### src/rtl/sub16_pkg.sv
`default_nettype none
// ============================================================================
// Module  : sub16_pkg
// Brief   : Shared widths, FSM state and nibble-index types for sub16_serial.
// Revision: 1.0 - initial release
// ============================================================================
package sub16_pkg;

    localparam int W    = 16;
    localparam int NIB  = 4;
    localparam int NNIB = 4;

    typedef enum logic [0:0] {
        IDLE = 1'b0,
        RUN  = 1'b1
    } sub_state_t;

    typedef logic [1:0] nib_idx_t;

    localparam nib_idx_t LAST_IDX = nib_idx_t'(NNIB - 1);

endpackage
`default_nettype wire

### src/rtl/sub4_slice.sv
`default_nettype none
// ============================================================================
// Module  : sub4_slice
// Brief   : Combinational 4-bit subtract with borrow, built as a + ~b + ~bin.
// Revision: 1.0 - initial release
// ============================================================================
module sub4_slice
    import sub16_pkg::*;
(
    input  logic [NIB-1:0] a,
    input  logic [NIB-1:0] b,
    input  logic           bin,
    output logic [NIB-1:0] diff,
    output logic           bout
);

    logic [NIB:0] w_sum;

    // Carry-out of the complemented add is the inverse of the borrow-out.
    assign w_sum = {1'b0, a} + {1'b0, ~b} + {{NIB{1'b0}}, ~bin};
    assign diff  = w_sum[NIB-1:0];
    assign bout  = ~w_sum[NIB];

endmodule
`default_nettype wire

### src/rtl/sub16_serial.sv
`default_nettype none
// ============================================================================
// Module  : sub16_serial
// Brief   : Nibble-serial 16-bit subtractor X = A - B - bin with flags.
// Revision: 1.0 - initial release
// ============================================================================
module sub16_serial
    import sub16_pkg::*;
(
    input  logic         clk,
    input  logic         rst,
    input  logic         start,
    input  logic [W-1:0] A,
    input  logic [W-1:0] B,
    input  logic         bin,
    output logic         busy,
    output logic         done,
    output logic [W-1:0] X,
    output logic         bout,
    output logic         zero,
    output logic         ovf
);

    sub_state_t     r_state;
    nib_idx_t       r_idx;
    logic [W-1:0]   r_a;
    logic [W-1:0]   r_b;
    logic [W-1:0]   r_partial;
    logic           r_borrow;

    logic [NIB-1:0] w_a_nib;
    logic [NIB-1:0] w_b_nib;
    logic [NIB-1:0] w_nib;
    logic           w_borrow_nxt;
    logic [W-1:0]   w_x_final;

    assign w_a_nib   = r_a[{r_idx, 2'b00} +: NIB];
    assign w_b_nib   = r_b[{r_idx, 2'b00} +: NIB];
    // Meaningful only on the last nibble, when the lower nibbles are complete.
    assign w_x_final = {w_nib, r_partial[W-NIB-1:0]};

    sub4_slice u_slice (
        .a    (w_a_nib),
        .b    (w_b_nib),
        .bin  (r_borrow),
        .diff (w_nib),
        .bout (w_borrow_nxt)
    );

    always_ff @(posedge clk) begin
        if (rst) begin
            r_state   <= IDLE;
            r_idx     <= '0;
            r_a       <= '0;
            r_b       <= '0;
            r_partial <= '0;
            r_borrow  <= 1'b0;
            busy      <= 1'b0;
            done      <= 1'b0;
            X         <= '0;
            bout      <= 1'b0;
            zero      <= 1'b0;
            ovf       <= 1'b0;
        end else begin
            done <= 1'b0;
            case (r_state)
                IDLE: begin
                    if (start) begin
                        r_a       <= A;
                        r_b       <= B;
                        r_partial <= '0;
                        r_borrow  <= bin;
                        r_idx     <= '0;
                        busy      <= 1'b1;
                        r_state   <= RUN;
                    end
                end
                RUN: begin
                    r_partial[{r_idx, 2'b00} +: NIB] <= w_nib;
                    r_borrow <= w_borrow_nxt;
                    if (r_idx == LAST_IDX) begin
                        X       <= w_x_final;
                        bout    <= w_borrow_nxt;
                        zero    <= (w_x_final == '0);
                        ovf     <= (r_a[W-1] != r_b[W-1]) && (w_x_final[W-1] != r_a[W-1]);
                        done    <= 1'b1;
                        busy    <= 1'b0;
                        r_state <= IDLE;
                    end else begin
                        r_idx <= r_idx + 2'd1;
                    end
                end
                default: r_state <= IDLE;
            endcase
        end
    end

endmodule
`default_nettype wire

### config.mk
export PLATFORM = sky130hd
export DESIGN_NAME = sub16_serial
export DESIGN_NICKNAME = d
export VERILOG_FILES = /design/src/rtl/sub16_pkg.sv /design/src/rtl/sub4_slice.sv /design/src/rtl/sub16_serial.sv
export SDC_FILE = /design/constraint.sdc
export NUM_CORES = 1
export LEC_CHECK = 0
export BUFFER_PORTS_ARGS = -buffer_cell sky130_fd_sc_hd__buf_4
export CELL_PAD_IN_SITES_DETAIL_PLACEMENT = 0
export CELL_PAD_IN_SITES_GLOBAL_PLACEMENT = 1
export CORE_MARGIN = 2
export CORE_UTILIZATION = 37
export DETAILED_ROUTE_END_ITERATION = 6
export PLACE_DENSITY = 0.73
export SLEW_MARGIN = 5
export SYNTH_ARGS = -nofsm -noshare
export SYNTH_HDL_FRONTEND = slang
export SYNTH_SLANG_ARGS = --single-unit
### constraint.sdc
create_clock -name clk -period 3.11 [get_ports clk]
set_input_delay 0.4665 -clock clk [delete_from_list [all_inputs] [get_ports clk]]
set_output_delay 0.4665 -clock clk [all_outputs]
set_load 0.05 [all_outputs]
# [Word level (Yosys, flattened, before mapping)]
# Index checks and enable logic that the tools add are counted.
[word_totals] reg_bits=73 latchBits=0 ram_bits=0 romBits=0 wordCells=52 n_memories=0
[op_classes] addsub=4 multipliers=0 div=0 magnitude_cmp=0 n_eq_ne=6 shift=4 mux=15 bitwise=4 reduce_logical=7
[ops] cell="$pmux 16 s2" n=1
[ops] cell="$shiftx 16x5->4" n=2
[ops] cell="$bwmux 16" n=1
[ops] cell="$logic_not 16->1" n=1
[ops] cell="$mux 16" n=1
[ops] cell="$shift 4x6->16 const A" n=1
[ops] cell="$shiftx 4x6->16" n=1
[ops] cell="$reduce_and 2->1" n=4
[ops] cell="$mux 1" n=6
[ops] cell="$neg 4->6" n=1
[ops] cell="$pmux 1 s2" n=3
[ops] cell="$add 4x4->5" n=1
[ops] cell="$add 5x1->5" n=1
[ops] cell="$mux 2" n=2
[ops] cell="$ne 2x2->1 const B" n=2
[ops] cell="$not 4->4" n=1
[ops] cell="$pmux 2 s2" n=1
[ops] cell="$not 1->1" n=3
[ops] cell="$add 2x1->2 const B" n=1
[ops] cell="$eq 2x2->1 const B" n=1
[ops] cell="$ne 1x1->1" n=2
[ops] cell="$ne 2x1->1 const B" n=1
[ops] cell="$reduce_or 2->1" n=1
[ops] cell="$logic_and 1x1->1" n=1

# [Longest topological paths before layout]
# Gate-level depths: netlist of the first run.
[logic_depth] depth_word=7 ltp_mapped=10 mapped_depth_nobuf=9

# [Modules after synthesis]
# From an unflattened synthesis of the first run, not the netlist that was laid out.
[hier_totals] hier_cells=300 hier_area_um2=2879.0
[by_module_without_submodules] module="sub16_serial" instances=1 cells_per_inst=282 area_per_inst_um2=2731.4 seq_area_each_um2=1381.3
[by_module_without_submodules] module="sub4_slice" instances=1 cells_per_inst=18 area_per_inst_um2=147.6 seq_area_each_um2=0.0

# [Least setup slack after synthesis of the first run]
# Ideal clock, no wire load.
[synth_path] path_type="register to register" start="register r_idx[0]" end="register zero" setup_ns=0.060 t_arrival_ns=2.861 slack_ns=0.188 path_stages_with_launch=10 path_buffers=1 synth_period_minus_slack_ns=2.922 path_cell_list="dfxtp_1 buf_4 mux4_2 fa_1 inv_1 fa_1 nor4_1 nand4_1 nor3_1 a22o_1"
[synth_via] elab_chain_cells=5 elab_cells_between_ends=8
[synth_lines] item="from (decl)" line_no="sub16_serial.sv:25" rtl="nib_idx_t r_idx;"
[synth_lines] item="from (signal assigned)" line_no="sub16_serial.sv:90" rtl="r_idx <= r_idx + 2'd1;"
[synth_lines] item="$shiftx 16x5->4" line_no="sub16_serial.sv:38" rtl="assign w_b_nib = r_b[{r_idx, 2'b00} +: NIB];"
[synth_lines] item="$not 4->4" line_no="sub4_slice.sv:20" rtl="assign w_sum = {1'b0, a} + {1'b0, ~b} + {{NIB{1'b0}}, ~bin};"
[synth_lines] item="$add 4x4->5 (*)" line_no="sub4_slice.sv:20"
[synth_lines] item="$add 5x1->5 (*)" line_no="sub4_slice.sv:20"
[synth_lines] item="via u_slice.diff[1]" line_no="sub4_slice.sv:13" rtl="output logic [NIB-1:0] diff,"
[synth_lines] item="$logic_not 16->1 (*)" line_no="sub16_serial.sv:84" rtl="zero <= (w_x_final == '0);"
[synth_lines] item="to (signal assigned)" line_no="sub16_serial.sv:84"
[synth_lines] item="to (decl)" line_no="sub16_serial.sv:20" rtl="output logic zero,"
# The timed path passes the listed nets; every way through them passes the cells marked *.
# A chain may end at the register's enable or synchronous reset.

# [Worst setup path in the final report of the first run]
# Ends and elaborated chain as after synthesis.

==> impl_metrics.toml, run 1 <==
[placement]
placement.io_buffers = 56
gp_routability_congestion = 0.826
detailed_place_hpwl_um = 4460

[synth]
syn-instance-count = 306
syn_area_per_cell_um2 = 9.46
yosysTopAreaCell = "sky130_fd_sc_hd__dfxtp_1"
synth.net_count = 351
synth_enable_flop_cells = 0
synth_warnings = 0
postSynthRegisterBits = 69
synth.top_cell.area_share = 0.477
synth-async-reset-ratio = 0
synth_top_flop_cell = "sky130_fd_sc_hd__dfxtp_1"
synthTopCellsByArea = "sky130_fd_sc_hd__dfxtp_1, sky130_fd_sc_hd__nand2_1, sky130_fd_sc_hd__a21oi_1"
netlist-cell-type-count = 43
post_synth_instance_area_mm2 = 0.00289
share_of_synthesized_area_occupied_by_flip_flops_and_latches = 0.477

[clock_tree]
post_cts_buffers = 0
max-clock-path-buffers = 2
post_cts_resize_count = 0
clkSlewWorstSetupHoldPaths_ns = 0.07
htree_levels = 3
cts_tree = "built"
numCtsBuffers = 9
worstSkewPairLatency_ns = 0.34
cts_hold_repair.buffers = 0
cts_root_buf = "sky130_fd_sc_hd__clkbuf_8"
tritoncts_num_sinks = 69

[timing]
timing_hold_violations_final = 0
final_min_period_over_clock_period = 0.890
number_of_endpoints_failing_setup_at_the_final_stage = 0
final_critical_period_ns = 2.77
fmaxAchievable_mhz = 361
tns_ns = 0
worst_slew_pin_slew_ns = 0.617
slew_headroom = 0.589
report.final.slew_viol_count = 0
timing.hold.ws_ns = 0.367
rsz_0062_raised_after_global_routing = "false"
timing.clock.skew_ns = 0.00645

[critical_path]
crit_type = "reg -> reg"
cp-end-kind = "flop"
cp.required_ns = 3.40
critPathLaunchType = "flop"
reg2reg_slack_ns = 0.34
critical_path.max_fanout = 5
critical_path_arrival_ns = 3.06

[layout]
layout.cells.most_common = "sky130_fd_sc_hd__nand2_1"
layout-drive-gt1-share = 0.256
multiInputGateArea_mm2 = 0.00137
antennaDiodeCount = 0
finish.net_count = 403
area.growth.synth_to_final_pct = 22.4
layout.filler_cells = 763
final-seq-area_mm2 = 0.00138
final_cell_mix = "sky130_fd_sc_hd__nand2_1, sky130_fd_sc_hd__dfxtp_1, sky130_fd_sc_hd__buf_4"

[power]
total_power_w = 0.00187
power_density_mw_per_mm2 = 527
power.static_leakage_nw = 1.41
worst_ir_drop_vdd_mv = 0.191

[job]
max-cap-violations = 0

[floorplan]
height_of_the_die_um = 92.4
die-width_um = 92.4
io_pins = 57
total_die_area_mm2 = 0.00855
core_area_mm2 = 0.00765
start_util = 0.378
std_cell_rows = 32

[outcome]
outcome = "finished clean"

[global_routing]
globalRouteTotalUtil = 0.155
grt_pass1_wl_um = 10400
first_global_vias = 2199
grt_overflow_total = 0
pin_count_of_the_biggest_net_entering_global_routing = 55
grt_antenna_before_repair = 0

[hold_path]
hold_path.class = "in -> reg"

[detailed_routing]
detail_route.iter0.violations = 69
post_drt_wl_per_cell_um = 13.6
post-route-drc-count = 0
wirelength_um = 6320
routed_vias = 2293
detailed_route_vias_per_instance = 4.93
ant_nets = 0
detail_route.first_pass.iterations = 5
==> critical path, stage by stage, from the launching register on <==
cell and delay, ns:
sky130_fd_sc_hd__dfxtp_1 0.39, sky130_fd_sc_hd__mux4_2 0.54, sky130_fd_sc_hd__fa_1 0.47, sky130_fd_sc_hd__inv_1 0.09, sky130_fd_sc_hd__fa_1 0.48, sky130_fd_sc_hd__nor4_1 0.32, sky130_fd_sc_hd__nand4_1 0.13, sky130_fd_sc_hd__nor3_1 0.16
sky130_fd_sc_hd__a22o_1 0.14
==> worst paths after layout <==
kind / start / end / cells past startpoint
hold reg to reg: r_a[2]$_SDFFE_PP0P_ / r_a[2]$_SDFFE_PP0P_ / 2
setup / recovery: r_idx[0]$_SDFFE_PP0P_ / zero$_SDFFE_PP0P_ / 8
hold / removal: B[10] / r_b[10]$_SDFFE_PP0P_ / 3
setup reg to reg: r_idx[0]$_SDFFE_PP0P_ / zero$_SDFFE_PP0P_ / 8
==> sequential cells by signal (all words and copies together) (netlist names) <==
signal,count
done,1
r_partial,12
ovf,1
X,16
r_state,1
r_borrow,1
busy,1
bout,1
r_b,16
r_idx,2
zero,1
r_a,16
==> synthesized netlist by cell type (2+ instances only) <==
cell / number
sky130_fd_sc_hd__nor3b_1: 2
sky130_fd_sc_hd__nor4_1: 2
sky130_fd_sc_hd__a22o_1: 15
sky130_fd_sc_hd__mux4_2: 8
sky130_fd_sc_hd__nor2_1: 16
sky130_fd_sc_hd__nand2_1: 72
sky130_fd_sc_hd__a21oi_1: 41
sky130_fd_sc_hd__buf_2: 7
sky130_fd_sc_hd__buf_4: 5
sky130_fd_sc_hd__fa_1: 2
sky130_fd_sc_hd__nor3_1: 2
sky130_fd_sc_hd__dfxtp_1: 69
sky130_fd_sc_hd__a22oi_1: 9
sky130_fd_sc_hd__o21ai_1: 2
sky130_fd_sc_hd__clkbuf_1: 4
sky130_fd_sc_hd__inv_1: 8
sky130_fd_sc_hd__nand3_1: 2
sky130_fd_sc_hd__o21ai_0: 4
sky130_fd_sc_hd__nand3b_1: 4
sky130_fd_sc_hd__nand2b_1: 3
sky130_fd_sc_hd__ha_1: 7
==> report_power, final <==
group | internal (W) | total, W | switching [W]
logic | 0.000110 | 0.000259 | 0.000149
clock network | 0.000332 | 0.000668 | 0.000336
registers | 0.000916 | 0.000939 | 0.0000235
total | 0.00136 | 0.00187 | 0.000509
==> per-stage QoR <==
step / instances / utilization / setup WS, ns / area, µm²
finish: 465 / 0.463 / 0.341 / 3540
detailed placement: 449 / 0.439 / 0.329 / 3360
global placement: 449 / 0.439 / 0.413 / 3360
CTS: 465 / 0.463 / 0.308 / 3540
global route: 465 / 0.463 / 0.134 / 3540
floorplan: 306 / - / 0.188 / 2890
==> per-layer routing <==
| layer | track usage | vias to the layer above | part of all wire |
|---|---|---|---|
| met2 | 0.248 | 53 | 0.47 |
| li1 | - | 1166 | - |
| met3 | 0.0382 | 5 | 0.053 |
| met5 | 0 | - | 0 |
| met1 | 0.195 | 1069 | 0.47 |
| met4 | 0.0759 | 0 | 0.0084 |
==> final cells by class <==
type                    count  share of cell area
clock inverters             5             0.00989
well taps                 102              0.0360
multi-input cells         210               0.385
clock buffers              11              0.0427
inverters                   9              0.0110
flip-flops and latches     69               0.390
repair buffers             59               0.125
==> cell families (layout without fill, tap and decap cells) <==
group	Yosys count	after routing	synth area share
AOI/OAI and AO/OA	77	77	0.174
buffers and inverters	27	84	0.0519
and+or+nand+nor	113	113	0.181
xor gates and xnor gates	2	2	0.00605
adders and majority gates	9	9	0.0441
muxes	9	9	0.0657
DFF	69	69	0.477
Power figures use the tool's default switching activity.
==> inputs of run 2 (changes only) <==
- BUFFER_PORTS_ARGS: -buffer_cell sky130_fd_sc_hd__buf_4 -> not set
- CORE_UTILIZATION: 37 -> 42
- DONT_BUFFER_PORTS: not set -> 1
- PLACE_DENSITY: 0.73 -> 0.71
==> impl_metrics.toml, run 2 (synthesis gave the netlist of run 1 again) <==
[outcome]
outcome = "finished clean"

[power]
netSwitchingFraction = 0.265
clkPwrFrac = 0.389
power.share.combinational = 0.112
p_int_w = 0.00139
power_density_mw_per_mm2 = 607
power.static_leakage_nw = 1.14
worst_ir_drop_vdd_mv = 0.335
power_switching_w = 0.000501
seq_power_share = 0.499

[critical_path]
cp_slowest_cell = "sky130_fd_sc_hd__mux4_2"
cp_common_cell = "sky130_fd_sc_hd__fa_1"
critPathLaunchType = "flop"
crit_chain = "mux4_2 -> fa_1 -> inv_1 -> fa_1 -> nor4_1 -> nand4_1 -> nor3_1 -> a22o_1"
cp.required_ns = 3.40
critical_path.max_fanout = 5
slowest_delay_ns = 0.54
cp-startpoint = "r_idx[0]$_SDFFE_PP0P_"
crit_type = "reg -> reg"
critical_path_arrival_ns = 3.07
worst_r2r_startpoint = "r_idx[0]$_SDFFE_PP0P_"
cp-end-kind = "flop"

[detailed_routing]
detail_route.first_pass.iterations = 4
post-route-drc-count = 0
detailed_route_vias_per_instance = 5.36
detail_route.iter0.violations = 91
ant_nets = 0
post_drt_wl_per_cell_um = 16.0
routed_vias = 2078
wirelength_um = 6200

[layout]
area.growth.synth_to_final_pct = 7.61
multiInputGateArea_mm2 = 0.00137
largestRegisters = "X x16, r_a x16, r_b x16"
finish.net_count = 348
final-seq-area_mm2 = 0.00138
fin_util = 0.464
layout.filler_cells = 672
antennaDiodeCount = 0
final_cell_mix = "sky130_fd_sc_hd__nand2_1, sky130_fd_sc_hd__dfxtp_1, sky130_fd_sc_hd__a21oi_1"
layout-drive-gt1-share = 0.123
layout.cells.most_common = "sky130_fd_sc_hd__nand2_1"

[clock_tree]
post_cts_resize_count = 0
tritoncts_num_sinks = 69
worstSkewPairLatency_ns = 0.34
numCtsBuffers = 9
post_cts_buffers = 0
max-clock-path-buffers = 2
htree_levels = 3
clkSlewWorstSetupHoldPaths_ns = 0.08
cts_tree = "built"
cts_root_buf = "sky130_fd_sc_hd__clkbuf_8"
cts_hold_repair.buffers = 0

[timing]
slew_headroom = 0.595
timing.clock.skew_ns = 0.00962
report.final.slew_viol_count = 0
final_critical_period_ns = 2.79
timing.hold.ws_ns = 0.180
final_min_period_over_clock_period = 0.897
timing_hold_violations_final = 0
number_of_endpoints_failing_setup_at_the_final_stage = 0
fmaxAchievable_mhz = 359
tns_ns = 0
worst_slew_pin_slew_ns = 0.608
rsz_0062_raised_after_global_routing = "false"

[global_routing]
grt_antenna_before_repair = 0
first_global_vias = 2060
grt_pass1_wl_um = 10300
grt_overflow_total = 0
pin_count_of_the_biggest_net_entering_global_routing = 55
globalRouteTotalUtil = 0.179

[placement]
detailed_place_hpwl_um = 4230
placement.io_buffers = 0
gp_routability_congestion = 0.804

[job]
max-cap-violations = 0

[hold_path]
hold_path.class = "in -> reg"
holdCritStartpoint = "rst"

[floorplan]
start_util = 0.431
std_cell_rows = 30
height_of_the_die_um = 87.0
io_pins = 57
die-width_um = 87.0
core_area_mm2 = 0.00672
total_die_area_mm2 = 0.00757
-- run 2: area by class of cell --
type	instances	share of cell area
clock inverter	6	0.0197
tap	80	0.0321
timing repair buffer	4	0.00964
inverter	9	0.0125
multi-input combinational	210	0.438
clock buffer	10	0.0442
sequential	69	0.444
-- run 2: per-layer routing --
layer,track usage,share of wire
met1,0.227,0.47
met2,0.280,0.46
met3,0.0645,0.048
met4,0.0625,0.015
met5,0,0
-- run 2: path summary, 6_finish.rpt --
path,endpoint,slack [ns],cells after the start
min,r_b[10]$_SDFFE_PP0P_,0.18,1
max reg2reg,zero$_SDFFE_PP0P_,0.32,8
max,zero$_SDFFE_PP0P_,0.32,8
min reg2reg,r_a[2]$_SDFFE_PP0P_,0.45,2
-- run 2: power by group through the flow --
stage          sequential [W]  clock, W  combinational [W]
4_1_cts              0.000943  0.000753           0.000216
5_1_grt              0.000947  0.000802           0.000240
2_1_floorplan        0.000955         0           0.000181
3_3_place_gp         0.000963         0           0.000212
3_5_place_dp         0.000964         0           0.000216
6_report             0.000943  0.000735           0.000212
-- run 2: metrics by stage --
stage	worst slack, ns	total power, W	instance area, µm²	instances
after floorplan	0.188	0.00114	2890	306
after global placement	0.409	0.00118	2920	372
after detailed placement	0.341	0.00118	2920	372
after CTS	0.311	0.00191	3110	388
after global routing	0.107	0.00199	3110	388
final	0.321	0.00189	3110	388
-- run 2: critical path: cells and delay by family, from the launching register on --
kind | cells | cell delay [ns]
mux | 1 | 0.54
flops | 1 | 0.40
buf+inv | 1 | 0.09
compound gates | 1 | 0.14
fa+ha+maj | 2 | 0.99
simple gates | 3 | 0.59
